$ cat config.mk
export PLATFORM = sky130hd
export DESIGN_NAME = io_bus_arbiter
export DESIGN_NICKNAME = d
export VERILOG_FILES = /design/src/rtl/io_bus_arbiter.sv
export SDC_FILE = /design/constraint.sdc
export NUM_CORES = 1
export LEC_CHECK = 0
export CORE_MARGIN = 5
export CORE_UTILIZATION = 44
export DETAILED_ROUTE_END_ITERATION = 10
export MAX_ROUTING_LAYER = met4
export PLACE_DENSITY = 0.95
export SLEW_MARGIN = 5
export SYNTH_ARGS = -nofsm -noshare
export SYNTH_HDL_FRONTEND = slang
export SYNTH_SLANG_ARGS = --single-unit
$ cat constraint.sdc
create_clock -name clk_mem -period 3.61 [get_ports clk_mem]
set_clock_uncertainty 0.15 [all_clocks]
set_input_delay 0.722 -clock clk_mem [delete_from_list [all_inputs] [get_ports clk_mem]]
set_output_delay 0.722 -clock clk_mem [all_outputs]
set_load 0.05 [all_outputs]
$ cat src/rtl/io_bus_arbiter.sv
`timescale 1ns/1ps
`default_nettype none
// ============================================================================
// Module  : io_bus_arbiter
// Brief   : Serialises CPU and DMA accesses onto the single-ported IO register
//           block. DMA has priority. A starvation guard lets the CPU through
//           after a run of DMA grants, and dma_lock holds the bus for DMA bursts.
// Rev     : 1.0  initial release
// ============================================================================
module io_bus_arbiter #(
    parameter int STARVE_LIMIT = 8
) (
    input  logic        clk_mem,
    input  logic        rst_n,
    input  logic        cpu_req,
    input  logic        cpu_we,
    input  logic [23:0] cpu_addr,
    input  logic [31:0] cpu_wdata,
    output logic        cpu_ack,
    output logic [31:0] cpu_rdata,
    input  logic        dma_req,
    input  logic        dma_we,
    input  logic [23:0] dma_addr,
    input  logic [31:0] dma_wdata,
    input  logic        dma_lock,
    output logic        dma_ack,
    output logic [31:0] dma_rdata,
    output logic [23:0] io_addr,
    output logic [31:0] io_data_in,
    output logic        io_read,
    output logic        io_write,
    input  logic [31:0] io_data_out,
    output logic        busy
);

    localparam logic [1:0] c_st_idle      = 2'd0;
    localparam logic [1:0] c_st_access    = 2'd1;
    localparam logic [1:0] c_st_resp      = 2'd2;
    localparam logic       c_own_cpu      = 1'b0;
    localparam logic       c_own_dma      = 1'b1;
    localparam logic [3:0] c_starve_limit = 4'(STARVE_LIMIT);

    logic [1:0]  r_state;
    logic        r_owner;
    logic        r_last_owner;
    logic [3:0]  r_starve_cnt;
    logic        r_io_read;
    logic        r_io_write;
    logic [23:0] r_io_addr;
    logic [31:0] r_io_data_in;
    logic        r_cpu_ack;
    logic        r_dma_ack;
    logic [31:0] r_cpu_rdata;
    logic [31:0] r_dma_rdata;

    logic        w_cpu_blocked;
    logic        w_starved;
    logic        w_grant_cpu;
    logic        w_grant_dma;
    logic        w_grant;
    logic        w_sel_we;
    logic [23:0] w_sel_addr;
    logic [31:0] w_sel_wdata;
    logic [3:0]  w_starve_next;

    // A locked DMA burst shuts the CPU out even when DMA is momentarily idle.
    always_comb begin
        w_cpu_blocked = dma_lock && (r_last_owner == c_own_dma);
        w_starved     = (r_starve_cnt >= c_starve_limit);
        w_grant_cpu   = cpu_req && !w_cpu_blocked && (!dma_req || w_starved);
        w_grant_dma   = dma_req && !w_grant_cpu;
        w_grant       = w_grant_cpu || w_grant_dma;
        w_sel_we      = w_grant_dma ? dma_we    : cpu_we;
        w_sel_addr    = w_grant_dma ? dma_addr  : cpu_addr;
        w_sel_wdata   = w_grant_dma ? dma_wdata : cpu_wdata;
    end

    always_comb begin
        w_starve_next = 4'd0;
        if (w_grant_dma && cpu_req) begin
            w_starve_next = w_starved ? c_starve_limit : (r_starve_cnt + 4'd1);
        end
    end

    always_ff @(posedge clk_mem or negedge rst_n) begin
        if (!rst_n) begin
            r_state      <= c_st_idle;
            r_owner      <= c_own_cpu;
            r_last_owner <= c_own_cpu;
            r_starve_cnt <= 4'd0;
            r_io_read    <= 1'b0;
            r_io_write   <= 1'b0;
            r_io_addr    <= 24'd0;
            r_io_data_in <= 32'd0;
            r_cpu_ack    <= 1'b0;
            r_dma_ack    <= 1'b0;
        end else begin
            r_cpu_ack <= 1'b0;
            r_dma_ack <= 1'b0;
            case (r_state)
                c_st_idle: begin
                    if (w_grant) begin
                        r_state      <= c_st_access;
                        r_owner      <= w_grant_dma ? c_own_dma : c_own_cpu;
                        r_io_addr    <= w_sel_addr;
                        r_io_data_in <= w_sel_wdata;
                        r_io_write   <= w_sel_we;
                        r_io_read    <= !w_sel_we;
                        r_starve_cnt <= w_starve_next;
                    end
                end
                c_st_access: begin
                    r_state      <= c_st_resp;
                    r_io_read    <= 1'b0;
                    r_io_write   <= 1'b0;
                    r_cpu_ack    <= (r_owner == c_own_cpu);
                    r_dma_ack    <= (r_owner == c_own_dma);
                    r_last_owner <= r_owner;
                end
                c_st_resp: begin
                    r_state <= c_st_idle;
                end
                default: begin
                    r_state    <= c_st_idle;
                    r_io_read  <= 1'b0;
                    r_io_write <= 1'b0;
                end
            endcase
        end
    end

    // Read data is captured on the edge that closes the access cycle.
    always_ff @(posedge clk_mem or negedge rst_n) begin
        if (!rst_n) begin
            r_cpu_rdata <= 32'd0;
            r_dma_rdata <= 32'd0;
        end else if ((r_state == c_st_access) && r_io_read) begin
            if (r_owner == c_own_dma) begin
                r_dma_rdata <= io_data_out;
            end else begin
                r_cpu_rdata <= io_data_out;
            end
        end
    end

    assign cpu_ack    = r_cpu_ack;
    assign dma_ack    = r_dma_ack;
    assign cpu_rdata  = r_cpu_rdata;
    assign dma_rdata  = r_dma_rdata;
    assign io_addr    = r_io_addr;
    assign io_data_in = r_io_data_in;
    assign io_read    = r_io_read;
    assign io_write   = r_io_write;
    assign busy       = (r_state != c_st_idle);

endmodule

`default_nettype wire

==> run_results.csv <==
group,metric,value,unit
yosys,yosysSeqAreaShare,0.581,
sta,max_freq,371,MHz
sta,post-route-period-util,0.747,
clock_tree,clk_pin_slew_worst_paths,0.06,ns
sta,finalHoldViolations,0,
drt,drc,0,
clock_tree,cts_buffers,17,
yosys,synth_cells,494,
floorplan,initial_utilization,0.450,
critical_path,cp-end-kind,"output pin",
floorplan,rows,41,
sta,rsz0062_at_grt,"false",
hold_path,holdCritPathClass,"input port to async pin",
clock_tree,clock_path_buffers,2,
drt,ant_nets,0,
drt,routed_wl,17.6,mm
critical_path,critical_path_class,"flip-flop to output pin",
final_layout,antennaDiodeCount,0,
global_route,antenna_found_initial,0,
global_route,grt-ovfl-total,0,
floorplan,die_x,124,um
pwr,leakage,3.81,nW
critical_path,crit_required,2.74,ns
critical_path,r2r_cells,4,
run_status,status,"completed",
global_route,grt_pass1_wl,26.6,mm
global_route,grt_pass1_vias,5131,
job,cap_violations,0,
drt,viasPerCell,5.08,
floorplan,die_h,124,um
final_layout,finalCoreUtilization,0.717,
placement,place_inst,915,
yosys,synth-seq-cells,132,
pwr,max-vdd-ir-drop,0.603,mV
drt,post_drt_wl_per_cell,18.6,um
yosys,synthesis.area,5680,um2
pwr,p_total,10.1,mW
clock_tree,clock-sinks,132,
clock_tree,root_buffer,"clkbuf_16",
critical_path,start_kind,"flip-flop",
placement,gp_congestion,0.797,
drt,drtIter0Drc,339,
sta,slew_violations,0,
critical_path,crit_path_max_fanout,3,
drt,vias,4812,
final_layout,drive_gt1_frac,0.135,
clock_tree,postCtsSetupRepairBufs,0,
sta,setup_viol,0,
yosys,syn_area_per_cell,11.5,um2
global_route,grt_usage,0.238,
sta,tns,0,ns
final_layout,nNetsFinal,915,
clock_tree,clkLatencyLatePin,0.41,ns
floorplan,core,12600,um2
critical_path,arrival,1.82,ns
sta,finalCriticalPeriod,2.70,ns
sta,worst_pin_slew,0.812,ns
sta,timing.slew.headroom,0.458,
placement,post-dp-hpwl,13.0,mm
floorplan,ios,276,
final_layout,stdcell_count,947,
clock_tree,cts_tree,"built",
clock_tree,cts-resized-gates,0,
placement,numPortBuffers,275,
drt,dr.pass1.iters,5,
yosys,ys_types,35,
yosys,syn_nets,647,
global_route,grt_start_max_net_pins,64,
sta,holdWs,0.241,ns
final_layout,areaGrowthSynthToFinish,59.3,%
clock_tree,htreeDepth,4,
clock_tree,ctsHoldBuffers,0,
yosys,yosysWarningCount,0,
pwr,p_per_area,1120,nW/um2
floorplan,fp.dieArea,15300,um2
## registers in the layout, indices dropped and copies added, names as in the netlist
| signal | flops |
|---|---|
| cpu_rdata | 32 |
| r_owner | 1 |
| io_read | 1 |
| cpu_ack | 1 |
| io_data_in | 32 |
| io_addr | 24 |
| dma_rdata | 32 |
| dma_ack | 1 |
| io_write | 1 |
| r_starve_cnt | 4 |
| r_state | 2 |
| r_last_owner | 1 |
## power by group
part           total, mW  internal (mW)  switching, mW
clock               1.69           1.02          0.663
combinational       5.76           2.04           3.72
sequential          2.68           2.22          0.455
## Yosys cell counts, drive strengths merged
cell     instances  share of area
a21bo            1         0.0018
a21boi           1         0.0013
a21o             1         0.0013
a21oi          117           0.10
a22o             1         0.0015
a32oi            1         0.0015
and2             2         0.0026
and3b            1         0.0015
buf             28          0.046
clkbuf           4         0.0026
dfrtp          132           0.58
ha               2         0.0044
inv              5         0.0042
mux2            65           0.15
nand2           62          0.042
nand2b           1         0.0011
nand3            1        0.00088
nand4            1         0.0011
nor2            57          0.038
nor2b            3         0.0059
o21ai            6         0.0059
o2bb2ai          1         0.0015
or2              1         0.0011
## placed cells by master (no fill, tap or decap), types with 2 or more instances in the layout
cell type and instances:
a21oi_1 116, buf_12 3, buf_4 4, bufinv_16 2
clkbuf_16 17, clkdlybuf4s50_1 274, clkinv_2 2, clkinv_4 4
clkinvlp_4 4, dfrtp_1 132, ha_1 2, inv_1 4
inv_6 2, mux2_1 8, mux2_2 27, mux2_4 30
nand2_1 60, nand2_2 2, nor2_1 57, nor2b_4 2
o21ai_0 2, o21ai_1 3
## final cells by class
type / instances / area (um2)
Clock buffer: 18 / 429
Clock inverter: 14 / 155
Fill cell: 878 / 3570
Inverter: 5 / 23.8
Multi-Input combinational cell: 325 / 2090
Sequential cell: 132 / 3300
Tap cell: 172 / 215
Timing Repair Buffer: 281 / 2830
## path summary, 6_finish.rpt
path,start,endpoint,slack [ns]
max,r_state[1],busy,0.91
min,rst_n,cpu_rdata[13],0.24
max reg2reg,r_state[1],dma_rdata[12],1.60
min reg2reg,dma_rdata[10],dma_rdata[10],0.35
max in group asynchronous,rst_n,cpu_rdata[31],2.22
min in group clk_mem,dma_rdata[10],dma_rdata[10],0.35
## routing by layer
metal  share of wire  wire length (um)  track usage
met4           0.021               369       0.0886
met2            0.50              8840        0.398
met3            0.11              1920       0.0981
met5               0                 0            -
met1            0.37              6460        0.253
## per-stage QoR
| step | area [um2] | setup slack [ns] |
|---|---|---|
| after floorplan | 5680 | 1.76 |
| after global placement | 8470 | 0.822 |
| after detailed placement | 8470 | 0.797 |
| after CTS | 9050 | 0.887 |
| after global routing | 9050 | 0.852 |
| final | 9050 | 0.913 |
## critical path, cell delays in order, from the launching register on
cell and delay, ns:
dfrtp_1 0.40, or2_1 0.17, clkdlybuf4s50_1 0.85
## kinds of logic after synthesis
family	Yosys count	share of synthesized area
compound gates	129	0.119
fa+ha+maj	2	0.00440
buf+inv	37	0.0531
flops	132	0.581
mux	65	0.149
simple gates	129	0.0938
Power figures use the tool's default switching activity.
